`src/rtl/buffer_stall_ctrl.sv`:
```
// buffer_stall_ctrl: shares one buffer_slots instance between NUM_REQ requesters.
// Round-robin arbitration in RUN. When downstream stalls, the word sent to the
// buffer is mirrored in a shadow register. HOLD keeps replaying that word into the
// buffer inputs until the overflow slot has drained.
module buffer_stall_ctrl #(
    parameter int unsigned NUM_REQ  = 4,
    parameter int unsigned ID_W     = 2,
    parameter int unsigned MAX_HOLD = 64
) (
    input  logic                    clk,
    input  logic                    reset,
    input  logic [NUM_REQ-1:0]      req,
    input  logic [NUM_REQ*32-1:0]   req_data,
    output logic [NUM_REQ-1:0]      gnt,
    input  logic                    ds_ready,
    output logic [31:0]             buf_inputs,
    output logic                    buf_stall,
    input  logic                    buf_overflow,
    output logic                    out_valid,
    output logic [ID_W-1:0]         out_src,
    output logic                    hold_timeout,
    output logic                    proto_err
);

    localparam int unsigned DATA_W = 32;
    localparam int unsigned CNT_W  = 16;
    localparam int unsigned SUM_W  = ID_W + 1;

    localparam logic [SUM_W-1:0] REQ_CNT  = SUM_W'(NUM_REQ);
    localparam logic [ID_W-1:0]  LAST_ID  = ID_W'(NUM_REQ - 1);
    localparam logic [CNT_W-1:0] HOLD_MAX = CNT_W'(MAX_HOLD);

    typedef enum logic {
        ST_RUN  = 1'b0,
        ST_HOLD = 1'b1
    } state_t;

    state_t              state_q, state_d;
    logic [ID_W-1:0]     rr_ptr_q, rr_ptr_d;
    logic [DATA_W-1:0]   shadow_data_q, shadow_data_d;
    logic [ID_W-1:0]     shadow_src_q, shadow_src_d;
    logic                shadow_vld_q, shadow_vld_d;
    logic [CNT_W-1:0]    hold_cnt_q, hold_cnt_d;
    logic                first_q, first_d;
    logic                out_valid_q, out_valid_d;
    logic [ID_W-1:0]     out_src_q, out_src_d;
    logic                hold_timeout_q, hold_timeout_d;
    logic                proto_err_q, proto_err_d;

    logic [DATA_W-1:0]   data_arr [NUM_REQ];
    logic                win_vld;
    logic [ID_W-1:0]     win_idx;
    logic [SUM_W-1:0]    sum;
    logic [ID_W-1:0]     cand;
    logic [ID_W-1:0]     ptr_after_win;

    // Unpack the flat per-requester data bus
    always_comb begin
        for (int unsigned k = 0; k < NUM_REQ; k++) begin
            data_arr[k] = req_data[k*DATA_W +: DATA_W];
        end
    end

    // Round-robin search starting at rr_ptr_q
    always_comb begin
        win_vld = 1'b0;
        win_idx = '0;
        sum     = '0;
        cand    = '0;
        for (int unsigned k = 0; k < NUM_REQ; k++) begin
            sum = {1'b0, rr_ptr_q} + SUM_W'(k);
            if (sum >= REQ_CNT) begin
                sum = sum - REQ_CNT;
            end
            cand = ID_W'(sum);
            if (!win_vld && req[cand]) begin
                win_vld = 1'b1;
                win_idx = cand;
            end
        end
        ptr_after_win = (win_idx == LAST_ID) ? '0 : win_idx + ID_W'(1);
    end

    // Combinational buffer drive and grant; all forced low while reset is held
    always_comb begin
        gnt        = '0;
        buf_stall  = 1'b0;
        buf_inputs = '0;
        if (reset) begin
            buf_stall = ~ds_ready;
            if (state_q == ST_RUN) begin
                if (win_vld) begin
                    gnt[win_idx] = 1'b1;
                    buf_inputs   = data_arr[win_idx];
                end
            end else begin
                buf_inputs = shadow_data_q;
            end
        end
    end

    // Next-state and registered-output logic
    always_comb begin
        state_d        = state_q;
        rr_ptr_d       = rr_ptr_q;
        shadow_data_d  = shadow_data_q;
        shadow_src_d   = shadow_src_q;
        shadow_vld_d   = shadow_vld_q;
        hold_cnt_d     = hold_cnt_q;
        first_d        = 1'b0;
        out_valid_d    = 1'b0;
        out_src_d      = out_src_q;
        hold_timeout_d = hold_timeout_q;
        proto_err_d    = proto_err_q;

        unique case (state_q)
            ST_RUN: begin
                if (win_vld) begin
                    rr_ptr_d = ptr_after_win;
                end
                if (ds_ready) begin
                    out_valid_d = win_vld;
                    if (win_vld) begin
                        out_src_d = win_idx;
                    end
                end else begin
                    // Buffer captures this cycle's inputs into its overflow slot
                    shadow_data_d = buf_inputs;
                    shadow_src_d  = win_idx;
                    shadow_vld_d  = win_vld;
                    hold_cnt_d    = '0;
                    first_d       = 1'b1;
                    state_d       = ST_HOLD;
                end
                if (!first_q && buf_overflow) begin
                    proto_err_d = 1'b1;
                end
            end
            ST_HOLD: begin
                if (ds_ready) begin
                    // Overflow slot moves to the buffer outputs this cycle
                    out_valid_d  = shadow_vld_q;
                    if (shadow_vld_q) begin
                        out_src_d = shadow_src_q;
                    end
                    shadow_vld_d = 1'b0;
                    first_d      = 1'b1;
                    state_d      = ST_RUN;
                end else begin
                    if (hold_cnt_q != HOLD_MAX) begin
                        hold_cnt_d = hold_cnt_q + CNT_W'(1);
                    end
                    if (hold_cnt_d == HOLD_MAX) begin
                        hold_timeout_d = 1'b1;
                    end
                end
                if (!first_q && !buf_overflow) begin
                    proto_err_d = 1'b1;
                end
            end
            default: state_d = ST_RUN;
        endcase
    end

    // State and output registers with synchronous active-low reset
    always_ff @(posedge clk) begin
        if (!reset) begin
            state_q        <= ST_RUN;
            rr_ptr_q       <= '0;
            shadow_data_q  <= '0;
            shadow_src_q   <= '0;
            shadow_vld_q   <= 1'b0;
            hold_cnt_q     <= '0;
            first_q        <= 1'b1;
            out_valid_q    <= 1'b0;
            out_src_q      <= '0;
            hold_timeout_q <= 1'b0;
            proto_err_q    <= 1'b0;
        end else begin
            state_q        <= state_d;
            rr_ptr_q       <= rr_ptr_d;
            shadow_data_q  <= shadow_data_d;
            shadow_src_q   <= shadow_src_d;
            shadow_vld_q   <= shadow_vld_d;
            hold_cnt_q     <= hold_cnt_d;
            first_q        <= first_d;
            out_valid_q    <= out_valid_d;
            out_src_q      <= out_src_d;
            hold_timeout_q <= hold_timeout_d;
            proto_err_q    <= proto_err_d;
        end
    end

    assign out_valid    = out_valid_q;
    assign out_src      = out_src_q;
    assign hold_timeout = hold_timeout_q;
    assign proto_err    = proto_err_q;

endmodule

```
`config.mk`:
```
export PLATFORM = sky130hd
export DESIGN_NAME = buffer_stall_ctrl
export DESIGN_NICKNAME = d
export VERILOG_FILES = /design/src/rtl/buffer_stall_ctrl.sv
export SDC_FILE = /design/constraint.sdc
export NUM_CORES = 1
export LEC_CHECK = 0
export CORE_MARGIN = 3
export CORE_UTILIZATION = 43
export CTS_CLUSTER_DIAMETER = 50
export CTS_CLUSTER_SIZE = 24
export DETAILED_ROUTE_END_ITERATION = 8
export HOLD_SLACK_MARGIN = 0.1
export PLACE_DENSITY = 0.81
export SETUP_SLACK_MARGIN = 0.3
export SYNTH_ARGS = -nofsm -noshare
export SYNTH_HDL_FRONTEND = slang
export SYNTH_SLANG_ARGS = --single-unit
```
`constraint.sdc`:
```
create_clock -name clk -period 2.8 [get_ports clk]
set_input_delay 0.42 -clock clk [delete_from_list [all_inputs] [get_ports clk]]
set_output_delay 0.42 -clock clk [all_outputs]
set_load 0.1 [all_outputs]
```
==> results.yml <==
placed_design:
  hpwl_um: 11400
  port_buffers: 177
  dp.cells: 835
  routabilityCongestion: 0.960
route:
  totalWireLength_um: 17800
  initialDrtViolationCount: 414
  route.detailed.vias_per_inst: 6.07
  vias: 5311
  drt-pass1-iter-count: 5
  drc: 0
  wire_per_inst_um: 20.4
  ant_nets: 0
flow_run:
  max-cap-violations: 0
power:
  peakVddDrop_mv: 0.374
  p_seq_share_pct: 21.2
  p_sw_share_pct: 43.3
  powerDensity_mw_per_mm2: 622
  p_leak_uw: 0.00301
  combPwrFrac_pct: 61.4
  p_clk_share_pct: 17.4
  p_int_uw: 2600
  switchingPower_uw: 1990
synthesis:
  synthesis.nets: 687
  postSynthCellCount: 541
  synth_flop_cell: "dfxtp_1"
  synth_cell_type_count: 51
  synth_top_area_share_pct: 29.0
  ys_async_sr_fraction_pct: 0
  synth_edf_count: 0
  synth_area_leaders: "dfxtp_1, a22o_1, a21oi_1"
  synth_area_mm2: 0.00414
  yosysSeqAreaShare_pct: 29.0
  synth-seq-cells: 60
  yosys_warnings: 0
  synth_top_area_cell: "dfxtp_1"
  syn_avg_cell_area_um2: 7.65
setup_path:
  critical_path.max_stage_delay_ns: 0.30
  startpoint: "req[2]"
  crit_type: "input port to output port"
  crit_cells: 9
  crit_chain: "clkdlybuf4s15_1 > nor2b_1 > o21bai_2 > and3_4 > buf_12 > a21oi_1 > a22oi_2 > a22o_2 > buf_12"
  cp_common_cell: "buf_12"
  crit_family: "compound AO/OA/AOI/OAI gates"
  critPathArrivalTime_ns: 2.22
  worstPathRequired_ns: 2.38
  critPathBufInv: 3
  crit_slowest_cell: "and3_4"
  r2r_cells: 7
  endpoint_kind: "output port"
  cp_max_fo: 19
  crit_path_start_kind: "input port"
  r2r-start: "hold_cnt_q[0]"
cells_and_area:
  final_cell_mix: "clkdlybuf4s50_1, nand2_1, a21oi_1"
  n_fill_cell: 570
  final_nets: 887
  syn_to_final_growth_pct: 78.4
  instances_no_fill: 875
  drive_gt1_share_pct: 30.7
  insertedDiodeCount: 0
  final_common_cell: "clkdlybuf4s50_1"
  post-route-util_pct: 79.5
sta:
  setup_violations: 0
  hold_viol_final: 0
  finalCritPeriodShare_pct: 94.4
  worst_pin_slew_ns: 0.467
  fmax_mhz: 378
  fin_crit_ns: 2.64
  holdWs_ns: 0.478
  finClkSkew_ns: 0.0121
  rsz0062_at_grt: "true"
  slew_violations: 0
  relSlewSlack_pct: 68.7
clock_network:
  cts_buffer_depth: 2
  numCtsBuffers: 9
  insertion_delay_ns: 0.34
  cts.sinks: 60
  clock-root-buffer: "clkbuf_8"
  clk_pin_slew_ns: 0.08
  tritoncts: "built"
  htree_levels: 3
floorplan:
  initial_utilization_pct: 44.6
  core_mm2: 0.00928
  die_y_um: 104
  num_rows: 35
  ioPinCount: 178
  dieWidth_um: 104
  dieArea_mm2: 0.0108
run_status:
  status: "complete, no violations"
grt:
  grt_start_max_net_pins: 36
  grt_usage_pct: 31.4
  antenna_found_initial: 0
  grt.overflow.total: 0
  grt_pass1_vias: 5212
  grt_pass1_wl_um: 27400
worst_hold_path:
  hold_class: "flop to flop"
  worstHoldStart: "proto_err"
  whs_path_depth: 1
[flip-flops by register name (all words and copies together), names as in the netlist]
signal         cells
state_q            1
first_q            1
shadow_src_q       2
out_valid          1
hold_cnt_q        16
out_src            2
rr_ptr_q           2
shadow_vld_q       1
hold_timeout       1
proto_err          1
shadow_data_q     32
[cell usage after synthesis, drive strengths merged, types with 10 or more instances]
master and number:
nand2 89, a21oi 75, a22o 65, dfxtp 60, a22oi 35, clkbuf 29
buf 27, nor2b 21, nor3 14, o21ai 14, nor2 13, nand3 12
and3 10, ha 10
[cell type report]
type / instances / area (um2) / share of cell area, %
flip-flops and latches: 60 / 1210 / 16.3
repair buffers: 245 / 2870 / 38.9
multi-input cells: 418 / 2910 / 39.5
well taps: 129 / 161 / 2.19
inverters: 7 / 33.8 / 0.458
clock buffers: 10 / 128 / 1.73
clock inverters: 6 / 63.8 / 0.865
[worst paths after layout]
check	end	slack, ns
worst max register to register	hold_timeout	0.43
worst min register to register	proto_err	0.48
worst min-delay path	proto_err	0.48
worst max-delay path	buf_inputs[22]	0.16
[cell families (layout without fill, tap and decap cells)]
logic type      Yosys count  after routing  synth area share [%]
mux                       6              6                  1.48
simple gates            184            184                  22.0
fa+ha+maj                10             10                  3.02
flops                    60             60                  29.0
compound gates          210            210                  35.2
buf+inv                  63            268                  7.50
xor+xnor                  8              8                  1.69
[layer usage]
metal | vias to the layer above | share of wire (%) | global-route usage [%]
li1 | 2367 | - | -
met1 | 2502 | 36 | 36.4
met2 | 359 | 50 | 54.2
met3 | 83 | 8.9 | 6.46
met4 | 0 | 5.4 | 16.7
met5 | - | 0 | 0
[per-stage QoR]
stage	total power, uW	area, um2	setup slack (ns)	TNS [ns]
after global placement	3270	6610	-0.151	-2.15
final	4590	7380	0.156	0
after global routing	4750	7380	0.0517	0
after CTS	4460	7280	0.184	0
after floorplan	2340	4180	0.391	0
after detailed placement	3300	6610	-0.186	-3.62
[timing repair]
action / 4_1_cts / 5_1_grt
endpoints found under the hold margin: 0 / 0
hold buffers: 0 / 0
setup endpoints to repair: 36 / 36
gates resized for setup: 66 / 24
cloned: 5 / 0
buffers inserted: 18 / 1
pin swaps: 48 / 8
[power by group through the flow]
stage / sequential [uW] / clock [uW] / combinational, uW
floorplan: 1010 / 0 / 1330
global placement: 983 / 0 / 2280
detailed placement: 984 / 0 / 2320
CTS: 968 / 798 / 2690
global route: 980 / 839 / 2930
finish: 974 / 799 / 2820
No activity file was read; power rests on OpenSTA's default activity.
